[src/rtl/transmit_frame_generator.sv]
// UART-style transmit frame generator: start bit, LSB-first data, optional parity, 1 or 2 stop bits.
// Parity support is compiled in when UART_TX_PARITY_EN is defined.
module transmit_frame_generator #(
    parameter int DATA_WIDTH = 8
) (
    input  logic                  pclk,
    input  logic                  presetn,
    input  logic [DATA_WIDTH-1:0] tx_data,
    input  logic                  tx_valid,
    output logic                  tx_ready,
    input  logic                  baud_edge,
    input  logic                  stop_bits_2,
`ifdef UART_TX_PARITY_EN
    input  logic                  parity_en,
    input  logic                  parity_odd,
`endif
    output logic                  txd,
    output logic                  tx_busy,
    output logic                  transmit_done
);

    typedef enum logic [2:0] {
        IDLE   = 3'd0,
        PEND   = 3'd1,
        START  = 3'd2,
        DATA   = 3'd3,
        PARITY = 3'd4,
        STOP   = 3'd5
    } state_t;

    localparam logic [2:0] LAST_BIT = 3'(DATA_WIDTH - 1);

    state_t                  state_q, state_d;
    logic [DATA_WIDTH-1:0]   shift_q, shift_d;
    logic [2:0]              bit_cnt_q, bit_cnt_d;
    logic                    stop_cnt_q, stop_cnt_d;
    logic                    stop2_q, stop2_d;
    logic                    txd_q, txd_d;
    logic                    done_q, done_d;
`ifdef UART_TX_PARITY_EN
    logic                    par_en_q, par_en_d;
    logic                    par_bit_q, par_bit_d;
`endif

    always_ff @(posedge pclk or negedge presetn) begin
        if (!presetn) begin
            state_q    <= IDLE;
            shift_q    <= '0;
            bit_cnt_q  <= '0;
            stop_cnt_q <= 1'b0;
            stop2_q    <= 1'b0;
            txd_q      <= 1'b1;
            done_q     <= 1'b0;
`ifdef UART_TX_PARITY_EN
            par_en_q   <= 1'b0;
            par_bit_q  <= 1'b0;
`endif
        end else begin
            state_q    <= state_d;
            shift_q    <= shift_d;
            bit_cnt_q  <= bit_cnt_d;
            stop_cnt_q <= stop_cnt_d;
            stop2_q    <= stop2_d;
            txd_q      <= txd_d;
            done_q     <= done_d;
`ifdef UART_TX_PARITY_EN
            par_en_q   <= par_en_d;
            par_bit_q  <= par_bit_d;
`endif
        end
    end

    // txd_d carries the level of the bit that starts at this edge, so the line is registered.
    always_comb begin
        state_d    = state_q;
        shift_d    = shift_q;
        bit_cnt_d  = bit_cnt_q;
        stop_cnt_d = stop_cnt_q;
        stop2_d    = stop2_q;
        txd_d      = txd_q;
        done_d     = 1'b0;
`ifdef UART_TX_PARITY_EN
        par_en_d   = par_en_q;
        par_bit_d  = par_bit_q;
`endif
        unique case (state_q)
            IDLE: begin
                if (tx_valid) begin
                    state_d    = PEND;
                    shift_d    = tx_data;
                    stop2_d    = stop_bits_2;
                    bit_cnt_d  = '0;
                    stop_cnt_d = 1'b0;
                    txd_d      = 1'b1;
`ifdef UART_TX_PARITY_EN
                    par_en_d   = parity_en;
                    par_bit_d  = (^tx_data) ^ parity_odd;
`endif
                end
            end
            PEND: begin
                if (baud_edge) begin
                    state_d = START;
                    txd_d   = 1'b0;
                end
            end
            START: begin
                if (baud_edge) begin
                    state_d   = DATA;
                    bit_cnt_d = '0;
                    txd_d     = shift_q[0];
                    shift_d   = shift_q >> 1;
                end
            end
            DATA: begin
                if (baud_edge) begin
                    if (bit_cnt_q == LAST_BIT) begin
                        state_d    = STOP;
                        stop_cnt_d = 1'b0;
                        txd_d      = 1'b1;
`ifdef UART_TX_PARITY_EN
                        if (par_en_q) begin
                            state_d = PARITY;
                            txd_d   = par_bit_q;
                        end
`endif
                    end else begin
                        bit_cnt_d = bit_cnt_q + 3'd1;
                        txd_d     = shift_q[0];
                        shift_d   = shift_q >> 1;
                    end
                end
            end
            PARITY: begin
                if (baud_edge) begin
                    state_d    = STOP;
                    stop_cnt_d = 1'b0;
                    txd_d      = 1'b1;
                end
            end
            STOP: begin
                if (baud_edge) begin
                    if (stop2_q && !stop_cnt_q) begin
                        stop_cnt_d = 1'b1;
                    end else begin
                        state_d = IDLE;
                        done_d  = 1'b1;
                    end
                end
            end
            default: begin
                state_d = IDLE;
                txd_d   = 1'b1;
            end
        endcase
    end

    always_comb begin
        tx_ready      = (state_q == IDLE);
        tx_busy       = (state_q != IDLE);
        txd           = txd_q;
        transmit_done = done_q;
    end

endmodule

[config.mk]
export PLATFORM = sky130hd
export DESIGN_NAME = transmit_frame_generator
export DESIGN_NICKNAME = d
export VERILOG_FILES = /design/src/rtl/transmit_frame_generator.sv
export SDC_FILE = /design/constraint.sdc
export NUM_CORES = 1
export LEC_CHECK = 0
export ABC_AREA = 1
export CAP_MARGIN = 20
export CORE_MARGIN = 1.5
export CORE_UTILIZATION = 52
export CTS_CLUSTER_SIZE = 12
export DETAILED_ROUTE_END_ITERATION = 8
export GPL_ROUTABILITY_DRIVEN = 1
export PLACE_DENSITY = 0.83
export SYNTH_ARGS = -nofsm -noshare
export SYNTH_HDL_FRONTEND = slang
export SYNTH_SLANG_ARGS = --single-unit
[constraint.sdc]
create_clock -name pclk -period 1.9 [get_ports pclk]
set_clock_uncertainty 0.1 [all_clocks]
set_input_delay 0.285 -clock pclk [delete_from_list [all_inputs] [get_ports pclk]]
set_output_delay 0.285 -clock pclk [all_outputs]
set_load 0.02 [all_outputs]
# Word-level counts from Yosys, hierarchy flattened
# Cells that the tools add are included.
# W data, S select, Z words.
# op_classes
bitwise,1
add_sub_neg,1
n_div,0
n_mul,0
eq_ne,16
n_lt_le_gt_ge,0
n_reduce_logical,11
mux,35
shift,0
# ops
operator,count
$mux W3,12
$mux W8,4
$pmux W8 S3,1
$ne A2 B2 Y1 const B,10
$pmux W3 S6,1
$mux W1,14
$eq A3 B3 Y1 const B,3
$pmux W3 S3,1
$reduce_and A8 Y1,1
$reduce_and A7 Y1,1
$eq A3 B2 Y1 const B,2
$pmux W1 S6,1
$reduce_and A6 Y1,1
$reduce_bool A3 Y1,2
$reduce_and A5 Y1,1
$pmux W1 S4,1
$reduce_bool A4 Y1,1
$add A3 B1 Y3 const B,1
$eq A3 B1 Y1 const B,1
$logic_not A3 Y1,1
$reduce_and A2 Y1,1
$logic_and A1 B1 Y1,1
$logic_not A1 Y1,1
$not A1 Y1,1
# word_totals
latch_bits,0
out_inout_bits,4
mem_bits_ro,0
inputBits,13
ramBits,0
ff_bits,18
n_memories,0

# Depth between registers and ports, before layout
# logic_depth
word_depth,5
ltp_mapped,9
mapped_depth_nobuf,9

# Least setup slack after synthesis
# No wires, ideal clock.
# synth_path
kind,register -> register
startpoint,register state_q[0]
endpoint,register stop2_q
n_path_buf,1
t_required_ps,1675
path_slack_ps,410
t_arrival_ps,1265
period_less_slack_ps,1490
path_stages_with_launch,6
cell_sequence,dfrtp_1 -> buf_6 -> nor2_4 -> nand2_1 -> nor2_1 -> mux2_2
# synth_via
elab_chain_len,2
# synth_lines
item,line_no,source
start: declaration,33,"state_t state_q, state_d;"
start signal: assignment,59,state_q <= state_d;
$logic_not A3 Y1,86,unique case (state_q)
$reduce_and A2 Y1 (no source line),-,
end signal: assignment,63,stop2_q <= stop2_d;
end: declaration,37,"logic stop2_q, stop2_d;"
# No other way between the ends.
# A chain may end at the register's enable or synchronous reset.

# Worst setup path in the final report
# layout_path
startpoint,"register txd_q, in the netlist txd"
endpoint,output txd
# layout_lines
item,line_no,source
start: declaration,38,"logic txd_q, txd_d;"
start signal: assignment,64,txd_q <= txd_d;
end: declaration,17,"output logic txd,"
# No word-level cell between the ends.

==> impl_metrics.env <==
export IMPL_status="finished, final reports clean"
export IMPL_async_flop_share=1.000
export IMPL_grt_total_usage=0.2029
export IMPL_cp_slowest_cell="clkdlybuf4s50_1"
export IMPL_postCtsSetupBuffers=0
export IMPL_placedCellCount=169
export IMPL_grt_max_degree=23
export IMPL_crit_chain="clkdlybuf4s50_1"
export IMPL_crit_path_end_kind="output pin"
export IMPL_ant_nets=0
export IMPL_yosys_top_cells_count="nand2_1, dfrtp_1, nand3_1"
export IMPL_grt_busiest_layer="met2"
export IMPL_grt_pass1_vias=860
export IMPL_grt_pass1_wl_mm=3.760
export IMPL_clk_latency_ns=0.30
export IMPL_synth_edf_count=0
export IMPL_worstPathMaxFanout=2
export IMPL_ys_ff_latch=18
export IMPL_cts_root_buf="clkbuf_4"
export IMPL_cts_tree="yes"
export IMPL_total_power_w=0.002180
export IMPL_rows=16
export IMPL_cp_top_family="buffers and inverters"
export IMPL_clkTransAtPathRegs_ns=0.11
export IMPL_drt_wl_total_mm=2.115
export IMPL_htree_num_levels=1
export IMPL_post_synth_top_count_cell="nand2_1"
export IMPL_antenna_found_initial=0
export IMPL_vias_per_cell=5.185
export IMPL_yosysTopAreaCellShare=0.3790
export IMPL_fin_util=0.6631
export IMPL_gp_congestion=0.8458
export IMPL_cp_required_ns=1.51
export IMPL_cts_sinks=18
export IMPL_hold_viol_final=0
export IMPL_diodes=0
export IMPL_areaGrowthSynthToFinish_pct=18.28
export IMPL_grt_util_met3=0.02727
export IMPL_synth_warning_count=0
export IMPL_nNetsFinal=162
export IMPL_start_util=0.5606
export IMPL_cts_hold_buffers_added=0
export IMPL_path_buf_inv=1
export IMPL_synth_top_area_cell="dfrtp_1"
export IMPL_syn_nets=141
export IMPL_clock_path_buffers=2
export IMPL_use_met2=0.3761
export IMPL_worstMarginPinSlew_ns=0.3964
export IMPL_core_um2=2002
export IMPL_rsz0062_at_grt="false"
export IMPL_max_freq_ghz=0.5513
export IMPL_synthFlopType="dfrtp_1"
export IMPL_grt_overflow=0
export IMPL_die_area_um2=2446
export IMPL_cts_made_buffers=3
export IMPL_drive_gt1_frac=0.2603
export IMPL_grt_met1_usage=0.2391
export IMPL_syn_instance_count=126
export IMPL_numPortBuffers=16
export IMPL_place_hpwl_mm=1.636
export IMPL_vdd_drop_max_uv=842.2
export IMPL_critPathLaunchType="register"
export IMPL_die_height_um=49.46
export IMPL_critPathMaxStageDelay_ns=0.59
export IMPL_drt_iter0_markers=24
export IMPL_route_detailed_drc=0
export IMPL_path_class="register to output pin"
export IMPL_drtPass1Iterations=4
export IMPL_fin_cells=173
export IMPL_power_density_cell_area_nw_per_um2=1642
export IMPL_via_count=897
export IMPL_power_leakage_nw=0.6889
export IMPL_syn_area_um2=1122
export IMPL_dieWidth_um=49.46
export IMPL_drv_cap=0
export IMPL_hp_class="input pin to asynchronous set/reset pin"
export IMPL_drv_slew=0
export IMPL_maxSlewHeadroom=0.7349
export IMPL_post_route_period_util=0.9547
export IMPL_synth_seq_area_share=0.4025
export IMPL_cp_arrival_ns=1.43
export IMPL_routedWlPerCell_um=12.23
export IMPL_ys_top_cells_by_area="dfrtp_1, nand2_1, mux2i_1, o21ai_2, nand3_1"
export IMPL_final_setup_viol_count=0
export IMPL_fin_crit_ns=1.814
export IMPL_ys_types=25
export IMPL_io_pin_count=17
export IMPL_tns_ns=0
export IMPL_avgSynthCellArea_um2=8.907
export IMPL_nFillCells=163
state kept, by name (all words and copies together) (netlist names):
name / cells
bit_cnt_q: 3
shift_q: 8
state_q: 3
txd: 1
stop_cnt_q: 1
transmit_done: 1
stop2_q: 1
layout by cell type, fill, tap and decap left out, drive strengths merged, types with 2 or more instances in the layout:
| cell type | count |
|---|---|
| a21oi | 3 |
| buf | 5 |
| clkbuf | 4 |
| clkdlybuf4s50 | 14 |
| dfrtp | 17 |
| dlygate4sd2 | 2 |
| ha | 2 |
| inv | 9 |
| mux2i | 7 |
| nand2 | 44 |
| nand3 | 10 |
| nor2 | 12 |
| o21ai | 13 |
per-stage QoR:
stage	hold WS, ns	worst slack [ns]	instance area (µm²)
final	0.1558	0.08613	1328
after global placement	0.3545	0.1741	1294
after CTS	0.1758	0.07085	1328
after detailed placement	0.3577	0.1461	1294
after global routing	0.1948	0.04166	1328
after floorplan	-0.1106	0.4105	1122
final cells by class:
| type | instances | area (µm²) | area share |
|---|---|---|---|
| clock buffer | 4 | 36.28 | 0.02733 |
| inverter | 9 | 33.78 | 0.02545 |
| tap | 27 | 33.78 | 0.02545 |
| multi-input combinational | 94 | 576.8 | 0.4345 |
| sequential | 18 | 451.7 | 0.3402 |
| timing repair buffer | 21 | 195.2 | 0.1470 |
path summary, 6_finish.rpt:
kind | start | end | slack [ns] | depth (start not counted)
max | txd | txd | 0.09 | 1
min | presetn | transmit_done | 0.16 | 1
max reg2reg | state_q[1] | shift_q[1] | 0.32 | 8
min reg2reg | stop_cnt_q | stop_cnt_q | 0.38 | 2
max in group asynchronous | presetn | shift_q[6] | 1.04 | 2
min in group pclk | stop_cnt_q | stop_cnt_q | 0.38 | 2
what timing repair did:
action | 4_1_cts | 5_1_grt
resized for setup | 2 | 0
endpoints found under the hold margin | 0 | 0
setup endpoints to repair | 2 | 0
report_power, final:
group	internal (W)	switching [W]
Combinational	0.000497	0.000787
Clock	0.000117	0.000126
Sequential	0.000553	0.0000993
metal layers:
| metal | up-vias | part of all wire |
|---|---|---|
| li1 | 448 | - |
| met4 | 0 | 0.015 |
| met2 | 22 | 0.52 |
| met3 | 4 | 0.039 |
| met5 | - | 0 |
| met1 | 423 | 0.43 |
cell families (layout without fill, tap and decap cells):
| family | Yosys count | after routing | share of synthesized area |
|---|---|---|---|
| flops | 18 | 18 | 0.4025 |
| simple gates | 68 | 68 | 0.3177 |
| mux | 8 | 8 | 0.07247 |
| buf+inv | 14 | 34 | 0.08360 |
| fa+ha+maj | 2 | 2 | 0.02229 |
| compound gates | 16 | 16 | 0.1014 |
Note: power is estimated with default switching activity, not from simulation.
